<file path="src/rtl/uart_fifo_ram.sv">
// rtl/uart_fifo_ram.sv - simple dual-port byte array, synchronous write, asynchronous read
module uart_fifo_ram #(
  parameter int DEPTH  = 16,
  parameter int WIDTH  = 8,
  parameter int ADDR_W = $clog2(DEPTH)
) (
  input  logic              clk,
  input  logic              we_i,
  input  logic [ADDR_W-1:0] waddr_i,
  input  logic [WIDTH-1:0]  wdata_i,
  input  logic [ADDR_W-1:0] raddr_i,
  output logic [WIDTH-1:0]  rdata_o
);

  logic [WIDTH-1:0] r_mem [DEPTH];

  always_ff @(posedge clk) begin
    if (we_i) begin
      r_mem[waddr_i] <= wdata_i;
    end
  end

  assign rdata_o = r_mem[raddr_i];

endmodule

</file>
<file path="src/rtl/uart_rx_fifo.sv">
// rtl/uart_rx_fifo.sv - receive byte FIFO with FWFT valid/ready output and sticky overrun flag
module uart_rx_fifo #(
  parameter int DEPTH    = 16,
  parameter int AF_LEVEL = 12
) (
  input  logic                   clk,
  input  logic                   resetn,
  input  logic [7:0]             rx_data_i,
  input  logic                   rx_done_i,
  output logic [7:0]             data_o,
  output logic                   valid_o,
  input  logic                   ready_i,
  output logic [$clog2(DEPTH):0] count_o,
  output logic                   full_o,
  output logic                   almost_full_o,
  output logic                   overflow_o,
  input  logic                   clear_ovf_i
);

  localparam int PTR_W = $clog2(DEPTH);
  localparam int CNT_W = PTR_W + 1;

  logic [PTR_W-1:0] r_wr_ptr;
  logic [PTR_W-1:0] r_rd_ptr;
  logic [CNT_W-1:0] r_count;
  logic             r_valid;
  logic             r_full;
  logic             r_af;
  logic             r_ovf;
  logic [7:0]       r_hold;

  logic             w_pop;
  logic             w_push;
  logic             w_drop;
  logic [CNT_W-1:0] w_cnt_nxt;
  logic [7:0]       w_rd_data;

  // A pop frees a slot in the same cycle, so a full FIFO still accepts a byte then.
  assign w_pop  = r_valid & ready_i;
  assign w_push = rx_done_i & (~r_full | w_pop);
  assign w_drop = rx_done_i & r_full & ~w_pop;

  always_comb begin
    w_cnt_nxt = r_count;
    if (w_push && !w_pop) begin
      w_cnt_nxt = r_count + CNT_W'(1);
    end else if (w_pop && !w_push) begin
      w_cnt_nxt = r_count - CNT_W'(1);
    end
  end

  uart_fifo_ram #(
    .DEPTH  (DEPTH),
    .WIDTH  (8),
    .ADDR_W (PTR_W)
  ) u_ram (
    .clk     (clk),
    .we_i    (w_push),
    .waddr_i (r_wr_ptr),
    .wdata_i (rx_data_i),
    .raddr_i (r_rd_ptr),
    .rdata_o (w_rd_data)
  );

  always_ff @(posedge clk or negedge resetn) begin
    if (!resetn) begin
      r_wr_ptr <= '0;
      r_rd_ptr <= '0;
      r_count  <= '0;
      r_valid  <= 1'b0;
      r_full   <= 1'b0;
      r_af     <= 1'b0;
    end else begin
      if (w_push) begin
        r_wr_ptr <= r_wr_ptr + PTR_W'(1);
      end
      if (w_pop) begin
        r_rd_ptr <= r_rd_ptr + PTR_W'(1);
      end
      r_count <= w_cnt_nxt;
      r_valid <= (w_cnt_nxt != '0);
      r_full  <= (w_cnt_nxt == CNT_W'(DEPTH));
      r_af    <= (w_cnt_nxt >= CNT_W'(AF_LEVEL));
    end
  end

  // Drop wins over clear so an overrun in the clearing cycle is never lost.
  always_ff @(posedge clk or negedge resetn) begin
    if (!resetn) begin
      r_ovf <= 1'b0;
    end else if (w_drop) begin
      r_ovf <= 1'b1;
    end else if (clear_ovf_i) begin
      r_ovf <= 1'b0;
    end
  end

  // Storage is not reset; the hold register keeps data_o defined while empty.
  always_ff @(posedge clk or negedge resetn) begin
    if (!resetn) begin
      r_hold <= 8'h00;
    end else if (r_valid) begin
      r_hold <= w_rd_data;
    end
  end

  assign data_o        = r_valid ? w_rd_data : r_hold;
  assign valid_o       = r_valid;
  assign count_o       = r_count;
  assign full_o        = r_full;
  assign almost_full_o = r_af;
  assign overflow_o    = r_ovf;

endmodule
</file>
<file path="config.mk">
export PLATFORM = sky130hd
export DESIGN_NAME = uart_rx_fifo
export DESIGN_NICKNAME = d
export VERILOG_FILES = /design/src/rtl/uart_fifo_ram.sv /design/src/rtl/uart_rx_fifo.sv
export SDC_FILE = /design/constraint.sdc
export NUM_CORES = 1
export LEC_CHECK = 0
export ABC_CLOCK_PERIOD_IN_PS = 2500
export CAP_MARGIN = 20
export CORE_MARGIN = 4
export CORE_UTILIZATION = 65
export CTS_BUF_LIST = sky130_fd_sc_hd__clkbuf_8
export DETAILED_ROUTE_END_ITERATION = 12
export DONT_BUFFER_PORTS = 1
export PLACE_DENSITY = 0.81
export SETUP_SLACK_MARGIN = 0.1
export SYNTH_ARGS = -nofsm -noshare
export SYNTH_HDL_FRONTEND = slang
export SYNTH_SLANG_ARGS = --single-unit
</file>
<file path="constraint.sdc">
create_clock -name clk -period 2.5 [get_ports clk]
set_input_delay 0.375 -clock clk [delete_from_list [all_inputs] [get_ports clk]]
set_output_delay 0.375 -clock clk [all_outputs]
set_load 0.05 [all_outputs]
</file>
==> results.yml <==
run_status:
  outcome: "complete, but fails checks"
  violations: "setup timing"
timing:
  hold_ws_ns: 0.02600
  worst_slew_pin_slew_ns: 0.6554
  fin_skew_ns: 0.01388
  rsz0062_at_grt: "yes"
  fin_crit_ns: 2.637
  fin_ws_ns: -0.1372
  period_share_pct: 105.5
  finalHoldViolCount: 0
  finalSetupViolations: 8
  maxSlewViolCount: 0
  slew_headroom_pct: 56.31
  max_freq_mhz: 379.2
setup_path:
  cp_cell_sequence: "buf_12 -> mux4_1 -> mux2_2 -> o22ai_2 -> a21oi_2 -> buf_6"
  worstPathMaxFanout: 8
  arrival_ns: 2.26
  path_class: "reg -> out"
  cp_slowest_cell: "mux4_1"
  cp-end-kind: "output port"
  max_stage_delay_ns: 0.58
  start_kind: "flop"
  cp_data_required_time_ns: 2.12
global_route:
  antenna_found_initial: 0
  grtUsageMet3_pct: 7.961
  grt_start_max_net_pins: 28
  grt_pass1_wl_um: 20110
  gr-usage-met1_pct: 32.57
  first_global_vias: 3353
  grtUsageTotal_pct: 25.27
  grt_util_met2_pct: 40.66
  grt-ovfl-total: 0
  top_usage_layer: "met2"
route:
  vias_per_cell: 6.509
  wl_per_cell_um: 26.63
  routed_wirelength_um: 13610
  first_iter_violations: 332
  dr_total_vias: 3326
  postRouteAntennaNets: 0
  first_pass_iters: 5
  drc_errors: 0
yosys:
  netlist_area_sq_um: 6200
  dominantRegCellSynth: "edfxtp_1"
  synth-edff-count: 128
  yosysSeqAreaShare_pct: 72.09
  synth-async-reset-ratio_pct: 16.34
  synth_nets: 347
  syn_inst: 327
  avgSynthCellArea_sq_um: 18.96
  ys_seq_elements: 153
  synth_cell_type_count: 46
  yosysWarnings: 0
floorplanning:
  die_area_sq_um: 11160
  die_y_um: 105.7
  io_pins: 30
  num_rows: 35
  core-area_sq_um: 9284
  die_x_um: 105.7
  start_util_pct: 66.78
worst_hold_path:
  hold_path_class: "in -> reg"
place:
  globalplace.congestion: 0.8218
  place_inst: 465
  pre_cts_slack_ns: 0.2311
  hpwl_um: 8120
  io_buffers: 0
  placedInstanceArea_sq_um: 6504
finish:
  drive_gt1_share_pct: 33.51
  regArea_sq_um: 4472
  insertedDiodeCount: 0
  multi_input_area_sq_um: 1722
  final_nets: 389
  fill_cells: 477
  stdcell_count: 511
  finalInstanceArea_sq_um: 7152
  area_growth_syn_to_layout_pct: 15.36
power:
  ir_worst_vdd_mv: 0.6647
  power_density_nw_per_um2: 1256
  power.total_mw: 8.981
  total_leakage_power_nw: 2.452
clock_network:
  cts_buffers: 17
  cts.clk_slew.worst_paths_ns: 0.09
  clock_sinks: 153
  cts_tree: "built"
  clk_latency_ns: 0.44
  cts_buffer_depth: 2
  htreeDepth: 4
  cts_root_buffer: "clkbuf_8"
run:
  drv_cap: 0
[logic make-up after synthesis]
logic type	after synthesis	share of synthesized area (%)
xor+xnor	7	0.9889
flops	153	72.09
mux	40	13.56
simple gates	54	5.207
buf+inv	25	2.301
compound gates	41	4.440
fa+ha+maj	7	1.413
[final timing paths]
check / to / slack (ns) / startpoint / cells after the start
worst min-delay path: u_ram.r_mem[14][4] / 0.03 / rx_data_i[4] / 0
worst max-delay path: data_o[3] / -0.14 / r_rd_ptr[2] / 6
max in group asynchronous: r_wr_ptr[1] / 1.94 / resetn / 2
min in group asynchronous: count_o[2] / 0.39 / resetn / 2
worst max register to register: u_ram.r_mem[14][2] / 0.45 / valid_o / 4
worst min register to register: r_rd_ptr[0] / 0.64 / r_rd_ptr[0] / 1
[cells in the final DEF (no fill, tap or decap), types with 3 or more instances in the layout]
cell / instances
nor3b_1: 3
buf_12: 3
xnor2_1: 7
clkinv_2: 8
o22ai_1: 4
o22ai_4: 4
mux4_2: 31
clkbuf_8: 17
inv_1: 8
o22ai_2: 8
nand2b_1: 4
and4_1: 5
ha_1: 7
edfxtp_1: 128
mux2_4: 5
mux2_2: 3
dlygate4sd3_1: 7
nor3_1: 4
nor2_1: 4
clkinvlp_4: 3
dfrtp_1: 23
a21oi_2: 7
buf_4: 21
buf_6: 7
and3_1: 7
nand2_1: 12
[power by group]
part / total, mW / leakage [nW] / switching [mW] / internal (mW)
registers: 3.57 / 1.44 / 0.395 / 3.17
logic: 3.77 / 0.833 / 2.09 / 1.68
clock network: 1.65 / 0.176 / 0.881 / 0.764
[critical path: cells and delay by family (launching register included)]
family / cells / cell delay, ns
muxes: 2 / 0.88
DFF: 1 / 0.45
AOI/OAI and AO/OA: 2 / 0.15
buffers and inverters: 2 / 0.33
[final cells by class]
| class | instances | area share [%] |
|---|---|---|
| Sequential cell | 153 | 62.53 |
| Tap cell | 129 | 2.257 |
| Multi-Input combinational cell | 149 | 24.07 |
| Clock inverter | 15 | 1.522 |
| Inverter | 8 | 0.4199 |
| Timing Repair Buffer | 40 | 5.931 |
| Clock buffer | 17 | 3.272 |
[state kept, by name, summed over array words and instances, names as in the netlist]
signal,flops
u_ram.r_mem,128
r_rd_ptr,4
full_o,1
almost_full_o,1
overflow_o,1
r_hold,8
count_o,5
valid_o,1
r_wr_ptr,4
[metrics by stage]
stage                     util [%]  setup TNS [ns]
after floorplan                  -          -3.488
after global placement       70.05               0
after detailed placement     70.05               0
after CTS                    75.82         -0.9840
after global routing         77.04          -1.224
final                        77.04         -0.7547
[metal layers]
metal  up-vias  routed length (um)  share of wire [%]
met4         0                 429                3.2
met5         -                   0                  0
met1      1698                5024                 37
li1       1418                   -                  -
met2       176                7030                 52
met3        34                1124                8.3
[cell usage after synthesis (all sizes together) (5+ instances only)]
cell type	instances	area share, %
nand2	12	0.73
a21oi	10	0.81
inv	8	0.48
xnor2	7	0.99
mux2	8	1.5
edfxtp	128	62
buf	12	1.5
and4	5	0.71
and3	7	0.71
dfrtp	25	10
clkbuf	5	0.34
ha	7	1.4
o22ai	16	1.7
mux4	32	12
[what timing repair did]
item | 4_1_cts | 5_1_grt
pin swaps | 0 | 0
hold buffers | 2 | 6
endpoints found under the hold margin | 25 | 35
cloned | 2 | 0
setup buffers | 3 | 1
endpoints found under the setup margin | 8 | 8
resized for setup | 27 | 12
No activity file was read; power rests on OpenSTA's default activity.
